--- src/rtl/lcdi_stream_gen2_if.sv ---
// Pixel-stream bundle between the LCDI frame-timing generator and its source/sink.
// The block itself uses the slave view; the surrounding source/packer uses master.
interface lcdi_stream_gen2_if #(
  parameter int unsigned DATA_WIDTH = 8,
  parameter int unsigned NUM_CH     = 3
);
  logic                         frame_start;
  logic [1:0]                   mode;
  logic [NUM_CH*DATA_WIDTH-1:0] data_in;
  logic                         data_in_valid;
  logic [NUM_CH*DATA_WIDTH-1:0] data_out;
  logic                         data_out_valid;
  logic                         line_end;
  logic                         frame_end;
  logic                         busy;

  modport master (
    output frame_start, mode, data_in,
    input  data_in_valid, data_out, data_out_valid, line_end, frame_end, busy
  );

  modport slave (
    input  frame_start, mode, data_in,
    output data_in_valid, data_out, data_out_valid, line_end, frame_end, busy
  );
endinterface

--- src/rtl/lcdi_stream_gen2.sv ---
// LCDI line/column stream generator: frame timing, 2-stage pixel pipeline with
// passthrough, horizontal 2-tap average or channel-adjacent average modes.
module lcdi_stream_gen2 #(
  parameter int unsigned DATA_WIDTH = 8,
  parameter int unsigned NUM_CH     = 3,
  parameter int unsigned IMG_W      = 640,
  parameter int unsigned IMG_H      = 480,
  parameter int unsigned H_BLANK    = 0
) (
  input  logic                clk,
  input  logic                rst_n,
  lcdi_stream_gen2_if.slave   bus
);

  localparam int unsigned DW       = DATA_WIDTH;
  localparam int unsigned PW       = NUM_CH * DW;
  localparam int unsigned COL_W    = (IMG_W > 1) ? $clog2(IMG_W) : 1;
  localparam int unsigned ROW_W    = (IMG_H > 1) ? $clog2(IMG_H) : 1;
  localparam int unsigned HB_W     = (H_BLANK > 1) ? $clog2(H_BLANK) : 1;
  localparam int unsigned HB_LAST  = (H_BLANK > 0) ? H_BLANK - 1 : 0;
  localparam int unsigned LAST_COL = IMG_W - 1;
  localparam int unsigned LAST_ROW = IMG_H - 1;

  typedef enum logic [1:0] {IDLE, ACTIVE, HBLANK, FLUSH} state_t;

  state_t            state;
  logic [COL_W-1:0]  col;
  logic [ROW_W-1:0]  row;
  logic [HB_W-1:0]   hb_cnt;
  logic              fl_cnt;
  logic [1:0]        mode_q;
  logic              fetch;
  logic              busy_q;

  logic              s1_valid;
  logic [PW-1:0]     s1_data;
  logic              s1_first;
  logic              s1_last_col;
  logic              s1_last_row;

  logic [PW-1:0]     prev;
  logic [PW-1:0]     proc;
  logic [PW+DW-1:0]  ext;
  logic [PW-1:0]     data_out_q;
  logic              out_valid;
  logic              line_end_q;
  logic              frame_end_q;

  function automatic logic [DW-1:0] avg(input logic [DW-1:0] a, input logic [DW-1:0] b);
    logic [DW:0] s;
    s = {1'b0, a} + {1'b0, b} + (DW+1)'(1);
    return s[DW:1];
  endfunction

  // Frame timing: fetch strobe, line/row counters, blanking and drain.
  always_ff @(posedge clk or negedge rst_n) begin
    if (!rst_n) begin
      state  <= IDLE;
      col    <= '0;
      row    <= '0;
      hb_cnt <= '0;
      fl_cnt <= 1'b0;
      mode_q <= 2'd0;
      fetch  <= 1'b0;
      busy_q <= 1'b0;
    end else begin
      case (state)
        IDLE: begin
          if (bus.frame_start) begin
            state  <= ACTIVE;
            mode_q <= bus.mode;
            col    <= '0;
            row    <= '0;
            fetch  <= 1'b1;
            busy_q <= 1'b1;
          end
        end
        ACTIVE: begin
          if (col == COL_W'(LAST_COL)) begin
            col <= '0;
            if (row == ROW_W'(LAST_ROW)) begin
              state  <= FLUSH;
              fetch  <= 1'b0;
              fl_cnt <= 1'b0;
            end else begin
              row <= row + ROW_W'(1);
              if (H_BLANK != 0) begin
                state  <= HBLANK;
                fetch  <= 1'b0;
                hb_cnt <= '0;
              end
            end
          end else begin
            col <= col + COL_W'(1);
          end
        end
        HBLANK: begin
          if (hb_cnt == HB_W'(HB_LAST)) begin
            state <= ACTIVE;
            fetch <= 1'b1;
          end else begin
            hb_cnt <= hb_cnt + HB_W'(1);
          end
        end
        FLUSH: begin
          // Two drain cycles cover the pipeline; busy drops right after frame_end.
          if (fl_cnt) begin
            state  <= IDLE;
            busy_q <= 1'b0;
          end else begin
            fl_cnt <= 1'b1;
          end
        end
        default: state <= IDLE;
      endcase
    end
  end

  // Stage 1: capture the fetched pixel with its position flags.
  always_ff @(posedge clk or negedge rst_n) begin
    if (!rst_n) begin
      s1_valid    <= 1'b0;
      s1_data     <= '0;
      s1_first    <= 1'b0;
      s1_last_col <= 1'b0;
      s1_last_row <= 1'b0;
    end else begin
      s1_valid <= fetch;
      if (fetch) begin
        s1_data     <= bus.data_in;
        s1_first    <= (col == '0);
        s1_last_col <= (col == COL_W'(LAST_COL));
        s1_last_row <= (row == ROW_W'(LAST_ROW));
      end
    end
  end

  // Duplicating the top channel makes its self-average an identity.
  assign ext = {s1_data[PW-1 -: DW], s1_data};

  always_comb begin
    proc = s1_data;
    for (int k = 0; k < int'(NUM_CH); k++) begin
      case (mode_q)
        2'd1: begin
          if (!s1_first) proc[k*DW +: DW] = avg(prev[k*DW +: DW], s1_data[k*DW +: DW]);
        end
        2'd2: proc[k*DW +: DW] = avg(ext[k*DW +: DW], ext[(k+1)*DW +: DW]);
        default: ;
      endcase
    end
  end

  // Stage 2: registered result and markers; prev is cleared at each line end.
  always_ff @(posedge clk or negedge rst_n) begin
    if (!rst_n) begin
      prev        <= '0;
      data_out_q  <= '0;
      out_valid   <= 1'b0;
      line_end_q  <= 1'b0;
      frame_end_q <= 1'b0;
    end else begin
      out_valid   <= s1_valid;
      line_end_q  <= s1_valid & s1_last_col;
      frame_end_q <= s1_valid & s1_last_col & s1_last_row;
      if (s1_valid) begin
        data_out_q <= proc;
        prev       <= s1_last_col ? '0 : s1_data;
      end
    end
  end

  assign bus.data_in_valid  = fetch;
  assign bus.data_out       = data_out_q;
  assign bus.data_out_valid = out_valid;
  assign bus.line_end       = line_end_q;
  assign bus.frame_end      = frame_end_q;
  assign bus.busy           = busy_q;

endmodule

--- src/flat_wrapper.sv ---
// flat-port wrapper written by rule: the top's interface ports become plain ports
module lcdi_stream_gen2_flat 
#(
  parameter int unsigned DATA_WIDTH = 8,
  parameter int unsigned NUM_CH     = 3,
  parameter int unsigned IMG_W      = 640,
  parameter int unsigned IMG_H      = 480,
  parameter int unsigned H_BLANK    = 0
)
  (clk, rst_n, bus_frame_start, bus_mode, bus_data_in, bus_data_in_valid, bus_data_out, bus_data_out_valid, bus_line_end, bus_frame_end, bus_busy);
  lcdi_stream_gen2_if #(.DATA_WIDTH(DATA_WIDTH), .NUM_CH(NUM_CH)) bus_i ();
  input  logic clk;
  input  logic rst_n;
  input wire logic [$bits(bus_i.frame_start)-1:0] bus_frame_start;
  input wire logic [$bits(bus_i.mode)-1:0] bus_mode;
  input wire logic [$bits(bus_i.data_in)-1:0] bus_data_in;
  output wire logic [$bits(bus_i.data_in_valid)-1:0] bus_data_in_valid;
  output wire logic [$bits(bus_i.data_out)-1:0] bus_data_out;
  output wire logic [$bits(bus_i.data_out_valid)-1:0] bus_data_out_valid;
  output wire logic [$bits(bus_i.line_end)-1:0] bus_line_end;
  output wire logic [$bits(bus_i.frame_end)-1:0] bus_frame_end;
  output wire logic [$bits(bus_i.busy)-1:0] bus_busy;
  assign bus_i.frame_start = bus_frame_start;
  assign bus_i.mode = bus_mode;
  assign bus_i.data_in = bus_data_in;
  assign bus_data_in_valid = bus_i.data_in_valid;
  assign bus_data_out = bus_i.data_out;
  assign bus_data_out_valid = bus_i.data_out_valid;
  assign bus_line_end = bus_i.line_end;
  assign bus_frame_end = bus_i.frame_end;
  assign bus_busy = bus_i.busy;
  lcdi_stream_gen2 #(.DATA_WIDTH(DATA_WIDTH), .NUM_CH(NUM_CH), .IMG_W(IMG_W), .IMG_H(IMG_H), .H_BLANK(H_BLANK)) u_core (.clk(clk), .rst_n(rst_n), .bus(bus_i));
endmodule
--- config.mk ---
export PLATFORM = sky130hd
export DESIGN_NAME = lcdi_stream_gen2_flat
export DESIGN_NICKNAME = d
export VERILOG_FILES = /design/src/rtl/lcdi_stream_gen2_if.sv /design/src/rtl/lcdi_stream_gen2.sv /design/src/flat_wrapper.sv
export SDC_FILE = /design/constraint.sdc
export NUM_CORES = 1
export LEC_CHECK = 0
export CAP_MARGIN = 20
export CELL_PAD_IN_SITES_DETAIL_PLACEMENT = 1
export CELL_PAD_IN_SITES_GLOBAL_PLACEMENT = 1
export CORE_AREA = 5 5 133 135
export DETAILED_ROUTE_END_ITERATION = 16
export DIE_AREA = 0 0 138 140
export PLACE_DENSITY_LB_ADDON = 0.1
export RECOVER_POWER = 100
export SYNTH_ARGS = -nofsm -noshare
export SYNTH_HDL_FRONTEND = slang
export SYNTH_SLANG_ARGS = --single-unit
export TNS_END_PERCENT = 1
--- constraint.sdc ---
create_clock -name clk -period 2.58 [get_ports clk]
set_input_delay 0.387 -clock clk [delete_from_list [all_inputs] [get_ports clk]]
set_output_delay 0.387 -clock clk [all_outputs]
set_load 0.03 [all_outputs]
==> out/results.tsv <==
metric	value	unit
status	complete, no violations	
htreeDepth	3	
crit_type	register to register	
skew	0.0130	ns
syn_avg_cell_area	9.46	um2
postRouteAntennaNets	0	
num-fill-cells	1908	
drt_iter0_markers	176	
mostFrequentLayoutCell	dfrtp_1	
drive_above_1_share	10.4	%
async_flop_share	100	%
boundaryPins	58	
max_slew.worst_pin.slew	1.13	ns
timing.slew.headroom	24.6	%
cts_made_buffers	9	
synth_cell_types	69	
post-dp-hpwl	13000	um
max_freq	416	MHz
antenna_found_initial	0	
start_kind	register	
grt.overflow.total	0	
die_area	19300	um2
syn_area	6440	um2
totalWireLength	18000	um
drv_slew	0	
dpl_worst_slack	0.0873	ns
period_share	93.3	%
final_core_util	46.1	%
endpoint_kind	register	
cap_viol_max_count	0	
clkTransAtPathRegs	0.08	ns
netlist_instances	681	
start_util	39.4	%
crit_path_max_fanout	6	
nNetsFinal	812	
hp-class	primary input to async pin	
firstDrtPassIters	5	
grt_max_degree	73	
cts_sinks	105	
synth-edff-count	0	
globalRouteTotalUtil	18.8	%
io_buffers	57	
vias	5315	
p_leak	3.28	nW
insertion_delay	0.36	ns
layout_common_cells	dfrtp_1 (104), o21ai_0 (80), nand2_1 (54), nor2_1 (45), inv_1 (42)	
drc	0	
finalSetupViolations	0	
synth_top_area_share	40.8	%
post_cts.repair.setup_buffers	0	
hold_violations	0	
syn_nets	755	
synthTopCellsByArea	dfrtp_1 (41%), ha_1 (7.8%), o21ai_0 (6.3%)	
ys_seq_elements	105	
synth_flop_cell	dfrtp_1	
p_per_area	872	nW/um2
grt_pass1_vias	5710	
die_w	138	um
reg2regPathDepth	7	
crit_start	u_core.s1_data[2]	
synth_seq_area_share	40.8	%
worstPathArrival	2.62	ns
diodes	0	
row_count	47	
clock-root-buffer	clkbuf_16	
ir_worst_vdd	0.378	mV
gp_congestion	0.854	
worst_r2r_startpoint	u_core.s1_data[2]	
yosysWarnings	0	
worstPathRequired	2.80	ns
synth_top_cell_by_area	dfrtp_1	
coreArea	16300	um2
routedWlPerCell	18.7	um
finalWorstSetupSlack	0.174	ns
tritoncts	done	
grt_pass1_wl	29800	um
die_y	140	um
areaGrowthSynthToFinish	17.0	%
via_per_inst	5.52	
period_needed	2.41	ns
cts_buffer_depth	2	
synth_stat cells (all sizes together) (6+ instances only):
library cell and n:
dfrtp 105, o21ai 82, nand2 55, nor2 45
inv 42, ha 40, a21oi 33, nand3b 32
mux2 28, clkbuf 23, xor2 19, nand3 15
nor2b 12, nor3 11, nand2b 9, xnor2 9
a31oi 8, buf 7, a22oi 6, o31ai 6
sequential cells by signal, indices dropped and copies added, names as in the netlist, 2 cells and up:
register and count:
u_core.prev 24, u_core.state 2, u_core.mode_q 2, u_core.col 10, u_core.row 9, u_core.bus.data_out 24, u_core.s1_data 24
path summary, 6_finish.rpt:
kind / end / slack [ns]
max: u_core.bus.data_out[6] / 0.17
min: u_core.s1_data[3] / 0.19
max reg2reg: u_core.bus.data_out[6] / 0.17
min reg2reg: u_core.bus.data_out[1] / 0.51
max in group asynchronous: u_core.bus.data_out[20] / 0.73
min in group clk: u_core.bus.data_out[1] / 0.51
timing repair:
item / 4_1_cts / 5_1_grt
hold buffers: 0 / 0
gates resized for setup: 0 / 5
endpoints found under the hold margin: 0 / 0
endpoints found under the setup margin: 0 / 2
cells by family after synthesis:
group	count (synthesis)	synth area share (%)
simple gates	212	18.1
compound gates	188	18.1
flops	105	40.8
buf+inv	72	4.53
fa+ha+maj	45	9.32
mux	31	5.42
xor+xnor	28	3.81
layer usage:
layer,vias to the layer above,global-route usage (%),wire length [um]
met3,24,3.44,500
met2,78,32.4,8710
met4,0,5.67,312
met5,-,0,0
li1,2545,-,-
met1,2668,24.0,8440
where the power goes:
group / total (mW) / internal [mW] / switching (mW)
Combinational: 2.74 / 1.18 / 1.55
Sequential: 2.48 / 2.04 / 0.436
Clock: 1.36 / 0.680 / 0.683
area by class of cell:
| type | count | area [um2] | share of cell area, % |
|---|---|---|---|
| Clock inverter | 6 | 61.3 | 0.813 |
| Tap cell | 220 | 275 | 3.65 |
| Inverter | 42 | 158 | 2.09 |
| Clock buffer | 10 | 229 | 3.04 |
| Timing Repair Buffer | 76 | 689 | 9.15 |
| Multi-Input combinational cell | 504 | 3500 | 46.4 |
| Sequential cell | 105 | 2630 | 34.9 |
worst max-delay path: stages (launching register included):
cell,delay (ns)
dfrtp_1,0.45
ha_1,0.39
a21o_1,0.14
a31oi_1,0.08
o31ai_1,0.40
nor4b_1,0.11
a2111oi_0,0.53
o21ai_0,0.15
per-stage QoR:
| step | hold slack [ns] | instances | setup TNS (ns) | total power, mW | area [um2] |
|---|---|---|---|---|---|
| global route | 0.280 | 963 | -0.0780 | 7.07 | 7540 |
| detailed placement | 0.411 | 947 | 0 | 5.31 | 7310 |
| finish | 0.193 | 963 | 0 | 6.57 | 7540 |
| CTS | 0.0165 | 963 | 0 | 6.74 | 7600 |
| floorplan | 0.0914 | 681 | 0 | 4.33 | 6440 |
| global placement | 0.398 | 947 | 0 | 5.19 | 7310 |
Power figures use the tool's default switching activity.
